## config.mk

```make
export PLATFORM = sky130hd
export DESIGN_NAME = imem_load_arbiter
export DESIGN_NICKNAME = d
export VERILOG_FILES = /design/src/rtl/imem_load_arbiter.sv
export SDC_FILE = /design/constraint.sdc
export NUM_CORES = 1
export LEC_CHECK = 0
export BUFFER_PORTS_ARGS = -buffer_cell sky130_fd_sc_hd__buf_2
export CAP_MARGIN = 25
export CORE_MARGIN = 4
export CORE_UTILIZATION = 25
export DETAILED_ROUTE_END_ITERATION = 12
export HOLD_SLACK_MARGIN = 0.12
export PLACE_DENSITY = 0.69
export SLEW_MARGIN = 20
export SYNTH_ARGS = -nofsm -noshare
export SYNTH_HDL_FRONTEND = slang
export SYNTH_SLANG_ARGS = --single-unit
```

## constraint.sdc

```tcl
create_clock -name clk -period 4.5 [get_ports clk]
set_input_delay 0.45 -clock clk [delete_from_list [all_inputs] [get_ports clk]]
set_output_delay 0.45 -clock clk [all_outputs]
set_load 0.01 [all_outputs]
```

## src/rtl/imem_load_arbiter.sv

```systemverilog
// Single-port instruction memory arbiter: CPU fetch passes through in RUN, a
// valid/ready loader stream owns the port in LOAD, then the CPU restarts at 0.
module imem_load_arbiter #(
  parameter int COL   = 16,
  parameter int ROW_I = 16,
  parameter int ABITS = 4
) (
  input  logic             clk,
  input  logic             reset,
  input  logic [15:0]      pc,
  output logic [COL-1:0]   instruction,
  output logic             cpu_stall,
  output logic             cpu_restart,
  input  logic             ld_start,
  input  logic             ld_valid,
  output logic             ld_ready,
  input  logic [15:0]      ld_addr,
  input  logic [COL-1:0]   ld_data,
  input  logic             ld_last,
  output logic             ld_busy,
  output logic             ld_err,
  output logic [ABITS:0]   ld_count,
  output logic [ABITS-1:0] mem_addr,
  output logic             mem_we,
  output logic [COL-1:0]   mem_wdata,
  input  logic [COL-1:0]   mem_rdata
);

  typedef enum logic [1:0] {RUN, LOAD, SETTLE} state_t;

  localparam logic [ABITS:0] CNT_MAX = (ABITS+1)'(ROW_I);
  localparam logic [ABITS:0] CNT_ONE = (ABITS+1)'(1);

  state_t         state_q;
  logic           stall_q;
  logic           restart_q;
  logic           busy_q;
  logic           err_q;
  logic [ABITS:0] count_q;

  logic in_range;
  logic in_load;

  // Upper fetch-address bits are dropped: fetches wrap modulo the memory depth.
  logic unused_pc;
  assign unused_pc = ^pc[15:ABITS];

  assign in_range = (ld_addr < 16'(ROW_I));
  assign in_load  = (state_q == LOAD);

  assign ld_ready    = in_load;
  assign mem_addr    = in_load ? ld_addr[ABITS-1:0] : pc[ABITS-1:0];
  assign mem_we      = in_load & ld_valid & in_range;
  assign mem_wdata   = ld_data;
  assign instruction = (state_q == RUN) ? mem_rdata : '0;

  assign cpu_stall   = stall_q;
  assign cpu_restart = restart_q;
  assign ld_busy     = busy_q;
  assign ld_err      = err_q;
  assign ld_count    = count_q;

  always_ff @(posedge clk) begin
    if (reset) begin
      state_q   <= RUN;
      stall_q   <= 1'b0;
      restart_q <= 1'b0;
      busy_q    <= 1'b0;
      err_q     <= 1'b0;
      count_q   <= '0;
    end else begin
      restart_q <= 1'b0;
      case (state_q)
        RUN: begin
          if (ld_start) begin
            state_q <= LOAD;
            stall_q <= 1'b1;
            busy_q  <= 1'b1;
            err_q   <= 1'b0;
            count_q <= '0;
          end
        end
        LOAD: begin
          // Every presented beat is accepted; only in-range ones are written.
          if (ld_valid) begin
            if (in_range) begin
              if (count_q != CNT_MAX) count_q <= count_q + CNT_ONE;
            end else begin
              err_q <= 1'b1;
            end
            if (ld_last) begin
              state_q   <= SETTLE;
              restart_q <= 1'b1;
            end
          end
        end
        SETTLE: begin
          state_q <= RUN;
          stall_q <= 1'b0;
          busy_q  <= 1'b0;
        end
        default: begin
          state_q <= RUN;
          stall_q <= 1'b0;
          busy_q  <= 1'b0;
        end
      endcase
    end
  end

endmodule

```

==> flow_metrics.tcl, run 1 <==
set metrics [dict create \
    outcome "finished, final reports clean" \
    grt_pass1_wl_mm 3.69 \
    setup_repair_after_global_routing_missed_its_margin "no" \
    routed_wirelength_mm 2.27 \
    drv_cap 0 \
    detailedPlace.worstSlack_ps 2500 \
    finalWeightedCongestion 0.655 \
    worstHoldPathCells 2 \
    layout.area.seq_um2 200 \
    clkLatencyLatePin_ps 260 \
    largest_net_degree_at_the_start_of_global_routing 19 \
    power.share.switching_pct 30.0 \
    report.final.setup_viol 0 \
    layout.core_utilization_pct 35.6 \
    first_global_vias 837 \
    max-clock-path-buffers 2 \
    clock_power_share_pct 25.8 \
    vdd.ir_drop.worst_uv 71.9 \
    cts_repair_resize_count 0 \
    synthesis.area_um2 796 \
    p_int_uw 159 \
    post-synth-top-area-fraction_pct 25.2 \
    synth_top_cell_by_area "sky130_fd_sc_hd__dfxtp_1" \
    antenna_found_initial 0 \
    initial_core_util_pct 26.1 \
    first_pass_iters 4 \
    cts_hold_repair.buffers 0 \
    ios 116 \
    min_period_over_period_pct 45.6 \
    max_clock_freq_ghz 0.487 \
    slew_violations 0 \
    worstReg2RegStart "state_q[0]" \
    mean_post_synth_cell_area_um2 7.58 \
    dr.first_iter.drc_count 20 \
    cp-start-kind "register" \
    post-route-worst-setup-slack_ps 2450 \
    synth.lib_cells_used.distinct 27 \
    yosys_register_bits 10 \
    die_height_um 64.4 \
    leakage_uw 0.000588 \
    worst_pin_slew_ps 790 \
    timing.critical_path.fanout_max 18 \
    cts_htree_levels 1 \
    die-area_um2 4150 \
    period_needed_ps 2050 \
    tritoncts.num_buffers 3 \
    post_cts.repair.setup_buffers 0 \
    finalNetCount 233 \
    drcViolationCount 0 \
    area_used_by_multi_input_combinational_logic_um2 438 \
    n_antenna_cell 0 \
    ys_top_cells_by_area "sky130_fd_sc_hd__dfxtp_1 25%, sky130_fd_sc_hd__buf_4 16%, sky130_fd_sc_hd__and2_1 13%" \
    fin_hold_ws_ps 440 \
    seqPwrFrac_pct 41.4 \
    timing.hold.worst.start "ld_last" \
    io_buffers 71 \
    worst-r2r-setup-slack_ps 2790 \
    floorplan.die.width_um 64.4 \
    floorplan.rows 20 \
    clock_sinks 10 \
    cp_data_required_time_ps 4050 \
    power.share.combinational_pct 32.8 \
    cp-end-kind "output port" \
    vias_per_cell 4.20 \
    synth-seq-area-share_pct 25.2 \
    timing.hold.worst_endpoint "state_q[1]" \
    max-slew-margin-rel_pct 47.1 \
    overflow 0 \
    final_antenna_net_count 0 \
    worst_clock_skew_ps 0.818 \
    worst_r2r_path_depth 4 \
    areaGrowthSynthToFinish_pct 36.5 \
    netlist_instances 105 \
    design.core.area_um2 3050 \
    post-dp-hpwl_mm 1.96 \
    hold_violations 0 \
    detailroute.via_count 857 \
    worstPathArrival_ps 1600 \
    post_route_cells_drive_above_1_share_pct 47.5 \
    global_route.usage.total_pct 11.1 \
    yosysWarningCount 0 \
    hp-class "in2reg" \
    worstSetupPathType "reg2out" \
    cts.root.buffer_cell "sky130_fd_sc_hd__clkbuf_4" \
    fin_setup_tns_ps 0 \
    synth_nets 176 \
    route.detailed.wl_per_inst_um 11.1 \
    power_switching_uw 67.9 \
    num-fill-cells 346 \
    worst_path_clk_slew_ps 60 \
    critical_path.reg2reg.endpoint "ld_count[0]" \
    powerDensity_nw_per_um2 209 \
    cts_tree "yes" \
]
-- state kept, by name, summed over array words and instances (netlist names) --
name / cells
ld_count: 5
ld_err: 1
ld_busy: 1
state_q: 2
cpu_restart: 1
-- layout make-up --
type | instances | share of cell area [%]
Clock buffer | 3 | 2.07
Tap cell | 44 | 5.07
Sequential cell | 10 | 18.4
Multi-Input combinational cell | 72 | 40.3
Timing Repair Buffer | 71 | 32.7
Inverter | 4 | 1.38
-- power by group through the flow --
stage	logic, µW	registers, µW	clock network [µW]
3_3_place_gp	74.4	95.5	0
6_report	74.3	93.7	58.5
2_1_floorplan	52.7	96.1	0
4_1_cts	75.0	93.8	61.7
5_1_grt	83.4	94.3	69.5
3_5_place_dp	74.7	95.8	0
-- routing by layer --
metal  vias up  share of wire, %  track usage, %
met5         -                 0               0
met1       361                40            12.4
met3         6                11            5.20
met4         0              0.84            3.96
li1        451                 -               -
met2        39                48            18.6
-- logic make-up (layout without fill, tap and decap cells) --
group | after synthesis | count (layout) | synth area share [%]
adders and majority gates | 2 | 2 | 3.14
and+or+nand+nor | 56 | 56 | 38.4
muxes | 3 | 3 | 3.77
buffers and inverters | 23 | 78 | 19.8
AOI/OAI and AO/OA | 11 | 11 | 9.75
DFF | 10 | 10 | 25.2
-- stage by stage --
| step | instances | instance area [µm²] | power (µW) |
|---|---|---|---|
| finish | 204 | 1090 | 227 |
| global route | 204 | 1090 | 247 |
| CTS | 204 | 1090 | 230 |
| detailed placement | 201 | 1060 | 170 |
| global placement | 201 | 1060 | 170 |
| floorplan | 105 | 796 | 149 |
-- placed cells by master (no fill, tap or decap), drive strengths merged --
cell type,netlist,final
buf,18,71
and2,16,16
nand2,16,16
dfxtp,10,10
nor2,5,5
a21oi,5,5
inv,4,4
nand3,4,4
nor4,3,3
mux2i,3,3
clkbuf,1,3
o31ai,2,2
or4,2,2
and3,2,2
nor3,2,2
ha,2,2
or2b,1,1
or2,1,1
a21o,1,1
nand2b,1,1
nor4bb,1,1
nor4b,1,1
or3,1,1
o311ai,1,1
o41ai,1,1
o21ai,1,1
-- worst max-delay path, cell delays in order (launching register included) --
cell	delay (ps)
sky130_fd_sc_hd__dfxtp_1	350
sky130_fd_sc_hd__nor2_1	630
sky130_fd_sc_hd__and2_1	220
sky130_fd_sc_hd__buf_2	130
-- Yosys cell counts (all sizes together) --
library cell	count
buf	18
and2	16
nand2	16
dfxtp	10
a21oi	5
nor2	5
inv	4
nand3	4
mux2i	3
nor4	3
and3	2
ha	2
nor3	2
o31ai	2
or4	2
a21o	1
clkbuf	1
nand2b	1
nor4b	1
nor4bb	1
o21ai	1
o311ai	1
o41ai	1
or2	1
or2b	1
or3	1
-- worst max path at each step --
stage | to | cells after the start | slack (ps) | start
global placement | ld_count[3] | 5 | 2550 | ld_addr[14]
floorplan | ld_count[3] | 4 | 2850 | ld_addr[12]
global route | instruction[3] | 3 | 2230 | state_q[0]
CTS | instruction[9] | 3 | 2450 | state_q[0]
detailed placement | ld_count[0] | 5 | 2500 | ld_addr[14]
finish | instruction[8] | 3 | 2450 | state_q[0]
(Power assumes the default switching activity.)
==> run 2, diff against run 1 <==
--- a/config.mk
+++ b/config.mk
@@ -5,13 +5,14 @@
 export SDC_FILE = /design/constraint.sdc
 export NUM_CORES = 1
 export LEC_CHECK = 0
+export ABC_AREA = 1
 export BUFFER_PORTS_ARGS = -buffer_cell sky130_fd_sc_hd__buf_2
 export CAP_MARGIN = 25
 export CORE_MARGIN = 4
 export CORE_UTILIZATION = 25
 export DETAILED_ROUTE_END_ITERATION = 12
 export HOLD_SLACK_MARGIN = 0.12
-export PLACE_DENSITY = 0.69
+export PLACE_DENSITY = 0.67
 export SLEW_MARGIN = 20
 export SYNTH_ARGS = -nofsm -noshare
 export SYNTH_HDL_FRONTEND = slang
==> constraint.sdc (replaced) <==
create_clock -name clk -period 2.11 [get_ports clk]
set_input_delay 0.211 -clock clk [delete_from_list [all_inputs] [get_ports clk]]
set_output_delay 0.211 -clock clk [all_outputs]
set_load 0.01 [all_outputs]
==> run 2 against run 1 <==
  * Wire length is 1.8% lower
  * Global-route usage is 2.0 points lower
  * Register-to-register slack worse by 2000 ps
  * Utilization is 0.70 points lower
  * Power is 120% higher
  * Via count is 14% higher
  * Critical endpoint is now instruction[12]
  * Largest power group unchanged
  * Highest routed layer unchanged
==> flow_metrics.tcl, run 2 <==
set metrics [dict create \
    cts_htree_levels 1 \
    finalWeightedCongestion 0.732 \
    dominant_combinational_cell_family_by_area_after_synthesis "simple AND/OR/NAND/NOR gates" \
    routed_wirelength_mm 2.23 \
    period_needed_ps 1560 \
    yosys.area_share.xor_xnor_pct 2.02 \
    design.core.area_um2 3340 \
    floorplan.rows 21 \
    global_route.usage.total_pct 9.11 \
    hp-class "in2reg" \
    tritoncts.num_buffers 3 \
    compound_gate_fraction_of_synth_area_pct 7.35 \
    yosysWarningCount 0 \
    timing.critical_path.cells "inv_2 -> nand2_1 -> nor2_1 -> buf_2" \
    floorplan.die.width_um 66.9 \
    hold_violations 0 \
    worst_clock_skew_ps 4.42 \
    timing.hold.worst.start "ld_last" \
    worst_path_clk_slew_ps 60 \
    grt_pass1_wl_mm 3.20 \
    critical-path-slowest-cell "sky130_fd_sc_hd__dfxtp_1" \
    post_synthesis_adder_cell_area_fraction_pct 2.88 \
    post-dp-hpwl_mm 1.82 \
    max-slew-margin-rel_pct 68.6 \
    fin_total_pwr_uw 502 \
    clock_sinks 10 \
    synthesis.area_um2 868 \
    min_period_over_period_pct 73.7 \
    cp-start-kind "register" \
    initial_core_util_pct 26.0 \
    n_antenna_cell 0 \
    die_height_um 66.9 \
    layout.cells.most_common "sky130_fd_sc_hd__buf_2" \
    cts_hold_repair.buffers 0 \
    synth.most_common_cell "sky130_fd_sc_hd__nor2_1" \
    drv_cap 0 \
    max_clock_freq_ghz 0.643 \
    areaGrowthSynthToFinish_pct 34.0 \
    critical_path.reg2reg.endpoint "ld_count[0]" \
    route.detailed.wl_per_inst_um 9.29 \
    clkLatencyLatePin_ps 260 \
    cts.root.buffer_cell "sky130_fd_sc_hd__clkbuf_4" \
    die-area_um2 4480 \
    max-clock-path-buffers 2 \
    vias_per_cell 4.06 \
    worstPathArrival_ps 1340 \
    synth-seq-area-share_pct 23.1 \
    drcViolationCount 0 \
    worst_r2r_path_depth 8 \
    ios 116 \
    first_global_vias 771 \
    cpPeakStageDelay_ps 340 \
    slew_violations 0 \
    cp_data_required_time_ps 1900 \
    postSynth.topFlopCell "sky130_fd_sc_hd__dfxtp_1" \
    ys_top_cells_by_area "sky130_fd_sc_hd__dfxtp_1 23%, sky130_fd_sc_hd__buf_4 16%, sky130_fd_sc_hd__nor2_1 12%" \
    synth_async_sr_flop_share_pct 0 \
    fin_hold_ws_ps 232 \
    cts_tree "yes" \
    worstSetupPathType "reg2out" \
    worst_pin_slew_ps 470 \
    finalNetCount 267 \
    synth.lib_cells_used.distinct 23 \
    worst-r2r-setup-slack_ps 810 \
    outcome "finished, final reports clean" \
    synth_simple_gate_area_share_pct 38.6 \
    mean_post_synth_cell_area_um2 6.25 \
    detailroute.via_count 974 \
    timing.hold.worst_endpoint "state_q[1]" \
    powerDensity_nw_per_um2 432 \
    leakage_uw 0.000670 \
    worstReg2RegStart "ld_count[0]" \
    netlist_instances 139 \
    cp-end-kind "output port" \
    overflow 0 \
    dr.first_iter.drc_count 13 \
    synth.mux.area_fraction_pct 0 \
    first_pass_iters 3 \
    synth_nets 210 \
    io_buffers 71 \
    yosys_register_bits 10 \
    num-fill-cells 380 \
    fin_setup_tns_ps 0 \
    vdd.ir_drop.worst_uv 205 \
    largest_reg_flops 5 \
    synth_top_cell_by_area "sky130_fd_sc_hd__dfxtp_1" \
    synth.top_cells.by_count "28 x sky130_fd_sc_hd__nor2_1, 25 x sky130_fd_sc_hd__nand2_1, 20 x sky130_fd_sc_hd__inv_1" \
    final_antenna_net_count 0 \
    post-synth-top-area-fraction_pct 23.1 \
    cts_repair_resize_count 0 \
    report.final.setup_viol 0 \
    synth-edff-count 0 \
    largest_net_degree_at_the_start_of_global_routing 17 \
    post_route_cells_drive_above_1_share_pct 43.3 \
    worstHoldPathCells 3 \
    setup_repair_after_global_routing_missed_its_margin "no" \
    most-common-layout-cells "71 x sky130_fd_sc_hd__buf_2, 28 x sky130_fd_sc_hd__nor2_1, 25 x sky130_fd_sc_hd__nand2_1, 20 x sky130_fd_sc_hd__inv_1, 10 x sky130_fd_sc_hd__dfxtp_1" \
    post_cts.repair.setup_buffers 0 \
    antenna_found_initial 0 \
    timing.critical_path.fanout_max 16 \
]
[run 2: cell types whose count changed in the layout (fill, tap and decap cells not counted), sizes merged, moves of 3 or more]
cell / before / now
nand2: 16 / 27
nor2: 5 / 30
mux2i: 3 / 0
nor4: 3 / 0
a21oi: 5 / 9
inv: 4 / 23
and2: 16 / 1
nand3: 4 / 10
[run 2: worst max-delay path by stage]
stage | start | endpoint | cells after the start
global placement | ld_count[0] | ld_count[0] | 8
global route | state_q[1] | instruction[5] | 4
finish | state_q[1] | instruction[12] | 4
detailed placement | ld_count[0] | ld_count[0] | 8
floorplan | ld_count[0] | ld_count[0] | 8
CTS | state_q[1] | instruction[12] | 4
[run 2: report_power, final]
| group | internal, µW | switching (µW) |
|---|---|---|
| clock | 65.7 | 60.5 |
| combinational | 79.1 | 98.4 |
| sequential | 195 | 3.89 |
[run 2: layer usage]
| layer | track usage [%] | routed length (µm) |
|---|---|---|
| met1 | 11.8 | 926 |
| met4 | 6.08 | 42 |
| met5 | 0 | 0 |
| met2 | 13.5 | 982 |
| met3 | 1.69 | 279 |
[run 2: cell type report]
type	count	area [µm²]	share of cell area, %
inverters	23	86.3	7.42
repair buffers	71	355	30.5
clock buffers	3	22.5	1.94
flip-flops and latches	10	200	17.2
multi-input cells	87	442	38.0
well taps	46	57.6	4.95
[run 2: cell families after synthesis]
logic type	count (synthesis)
DFF	10
and+or+nand+nor	73
buffers and inverters	42
AOI/OAI and AO/OA	10
adders and majority gates	2
xor gates and xnor gates	2
[run 2: worst max-delay path: cells and delay by family (launching register included)]
kind | cells | cell delay [ps]
and+or+nand+nor | 2 | 480
DFF | 1 | 340
buffers and inverters | 2 | 260
[run 2: stage by stage]
stage                     setup slack [ps]  cell area (µm²)  util [%]  instances
after floorplan                        864              868         -        139
after global placement                 825             1140      34.2        237
after detailed placement               797             1140      34.2        237
after CTS                              542             1160      34.9        240
after global routing                   409             1160      34.9        240
final                                  555             1160      34.9        240
==> run 3, diff against run 2 <==
--- a/config.mk
+++ b/config.mk
@@ -12,7 +12,7 @@
 export CORE_UTILIZATION = 25
 export DETAILED_ROUTE_END_ITERATION = 12
 export HOLD_SLACK_MARGIN = 0.12
-export PLACE_DENSITY = 0.67
+export PLACE_DENSITY = 0.69
 export SLEW_MARGIN = 20
 export SYNTH_ARGS = -nofsm -noshare
 export SYNTH_HDL_FRONTEND = slang
==> constraint.sdc (replaced) <==
create_clock -name clk -period 1.35 [get_ports clk]
set_input_delay 0.135 -clock clk [delete_from_list [all_inputs] [get_ports clk]]
set_output_delay 0.135 -clock clk [all_outputs]
set_load 0.01 [all_outputs]
==> run 3 against run 2 <==
  * Cell area rose by 9.8%
  * Global-route usage rose by 0.83 points
  * Critical endpoint is now mem_addr[3]
  * Clock-buffer cell count did not move
  * Final cell count rose by 3.8%
  * Combinational power rose by 80%
  * Via count rose by 3.7%
  * Highest routed layer unchanged
  * Worst hold slack got worse by 78 ps
  * Power rose by 66%
  * Non-clock buffer count rose by 9
  * Largest cell class unchanged
  * Setup slack got worse by 510 ps
==> flow_metrics.tcl, run 3 (same netlist as run 2, synthesis figures left out) <==
set metrics [dict create \
    cp-start-kind "register" \
    worstPathArrival_ps 1170 \
    worst_pin_slew_ps 239 \
    vdd.ir_drop.worst_uv 300 \
    detailed_place.area_um2 1160 \
    largest_net_degree_at_the_start_of_global_routing 17 \
    drv_cap 0 \
    worst-r2r-setup-slack_ps 70 \
    areaGrowthSynthToFinish_pct 47.1 \
    post_route_cells_drive_above_1_share_pct 49.8 \
    worstHoldPathCells 3 \
    max-slew-margin-rel_pct 84.0 \
    final_antenna_net_count 0 \
    critical_path.reg2reg.endpoint "ld_count[4]" \
    fin_setup_tns_ps 0 \
    tritoncts.num_buffers 3 \
    cts_hold_repair.buffers 0 \
    largest_reg_flops 5 \
    seqPwrFrac_pct 37.3 \
    antenna_found_initial 0 \
    stdcell_area_um2 1280 \
    drcViolationCount 0 \
    max_clock_freq_ghz 0.765 \
    clock_power_share_pct 24.2 \
    min_period_over_period_pct 96.9 \
    worstSetupPathType "reg2out" \
    num-fill-cells 361 \
    period_needed_ps 1310 \
    first_pass_iters 4 \
    worst_r2r_path_depth 7 \
    cts_htree_levels 1 \
    slew_violations 0 \
    hp-class "in2reg" \
    cp-end-kind "output port" \
    detailroute.via_count 1010 \
    die_height_um 66.9 \
    floorplan.die.width_um 66.9 \
    most-common-layout-cells "70 x sky130_fd_sc_hd__buf_2, 27 x sky130_fd_sc_hd__nor2_1, 21 x sky130_fd_sc_hd__nand2_1, 20 x sky130_fd_sc_hd__inv_1" \
    hold_violations 0 \
    p_int_uw 564 \
    io_buffers 71 \
    worst_clock_skew_ps 3.96 \
    timing.critical_path.fanout_max 4 \
    floorplan.rows 21 \
    clkLatencyLatePin_ps 260 \
    post-dp-hpwl_mm 1.91 \
    vias_per_cell 4.06 \
    global_route.usage.total_pct 9.94 \
    cp_data_required_time_ps 1220 \
    cts.root.buffer_cell "sky130_fd_sc_hd__clkbuf_4" \
    cts_tree "yes" \
    clock_sinks 10 \
    max-clock-path-buffers 2 \
    grt_pass1_wl_mm 3.46 \
    setup_repair_after_global_routing_missed_its_margin "yes" \
    n_antenna_cell 0 \
    routed_wirelength_mm 2.37 \
    first_global_vias 860 \
    finalNetCount 276 \
    power.share.combinational_pct 38.5 \
    layout.cells.most_common "sky130_fd_sc_hd__buf_2" \
    design.core.area_um2 3340 \
    ios 116 \
    worst_path_clk_slew_ps 70 \
    timing.hold.worst.start "ld_last" \
    powerDensity_nw_per_um2 654 \
    worstReg2RegStart "state_q[1]" \
    dr.first_iter.drc_count 5 \
    report.final.setup_viol 0 \
    leakage_uw 0.000722 \
    power_switching_uw 271 \
    power.share.switching_pct 32.5 \
    die-area_um2 4480 \
    timing.hold.worst_endpoint "state_q[1]" \
    finalWeightedCongestion 0.742 \
    outcome "finished, final reports clean" \
    initial_core_util_pct 26.0 \
    route.detailed.wl_per_inst_um 9.52 \
    overflow 0 \
]
## run 3: repair_timing
item	in CTS	in global routing
pin swaps	1	6
setup endpoints to repair	4	25
setup buffers	3	4
gates resized for setup	0	15
## run 3: how the worst max path moves through the flow
stage,startpoint,end,cells past startpoint
after floorplan,ld_count[0],ld_count[0],8
after global placement,ld_count[0],ld_count[0],8
after detailed placement,ld_count[0],ld_count[0],8
after CTS,state_q[0],mem_addr[0],6
after global routing,state_q[0],mem_addr[1],6
final,state_q[0],mem_addr[3],6
## run 3: power groups by stage
| stage | logic, µW | registers, µW | clock network [µW] |
|---|---|---|---|
| detailed placement | 286 | 317 | 0 |
| CTS | 299 | 310 | 210 |
| global route | 362 | 312 | 223 |
| floorplan | 200 | 319 | 0 |
| global placement | 282 | 316 | 0 |
| finish | 321 | 312 | 202 |
## run 3: metrics by stage
step                      worst slack (ps)  util [%]  power, µW  cells  hold WS, ps
final                                 42.0      38.3        835    249          154
after detailed placement              43.9      34.6        603    239          270
after CTS                             9.11      36.0        819    245          147
after floorplan                        104         -        519    139          307
after global routing                 -45.9      38.3        897    249          174
after global placement                69.1      34.6        598    239          270
## run 3: area by class of cell
cell class,count,area (µm²),area share (%)
clock buffer,3,22.5,1.76
inverter,23,91.3,7.15
multi-input combinational,87,463,36.2
sequential,10,203,15.9
tap,46,57.6,4.51
timing repair buffer,80,440,34.5
## run 3: critical path, stage by stage (launching register included)
cell,delay [ps]
sky130_fd_sc_hd__dfxtp_2,350
sky130_fd_sc_hd__inv_4,50
sky130_fd_sc_hd__nor2_4,160
sky130_fd_sc_hd__buf_6,140
sky130_fd_sc_hd__nand2_1,40
sky130_fd_sc_hd__nand2_1,50
sky130_fd_sc_hd__buf_2,120
## run 3: per-layer routing
metal,track usage (%),routed length [µm],vias to the layer above
met5,0,0,-
met4,7.59,53,0
met3,0.675,307,10
met2,16.6,1080,54
met1,11.7,927,413
li1,-,-,533
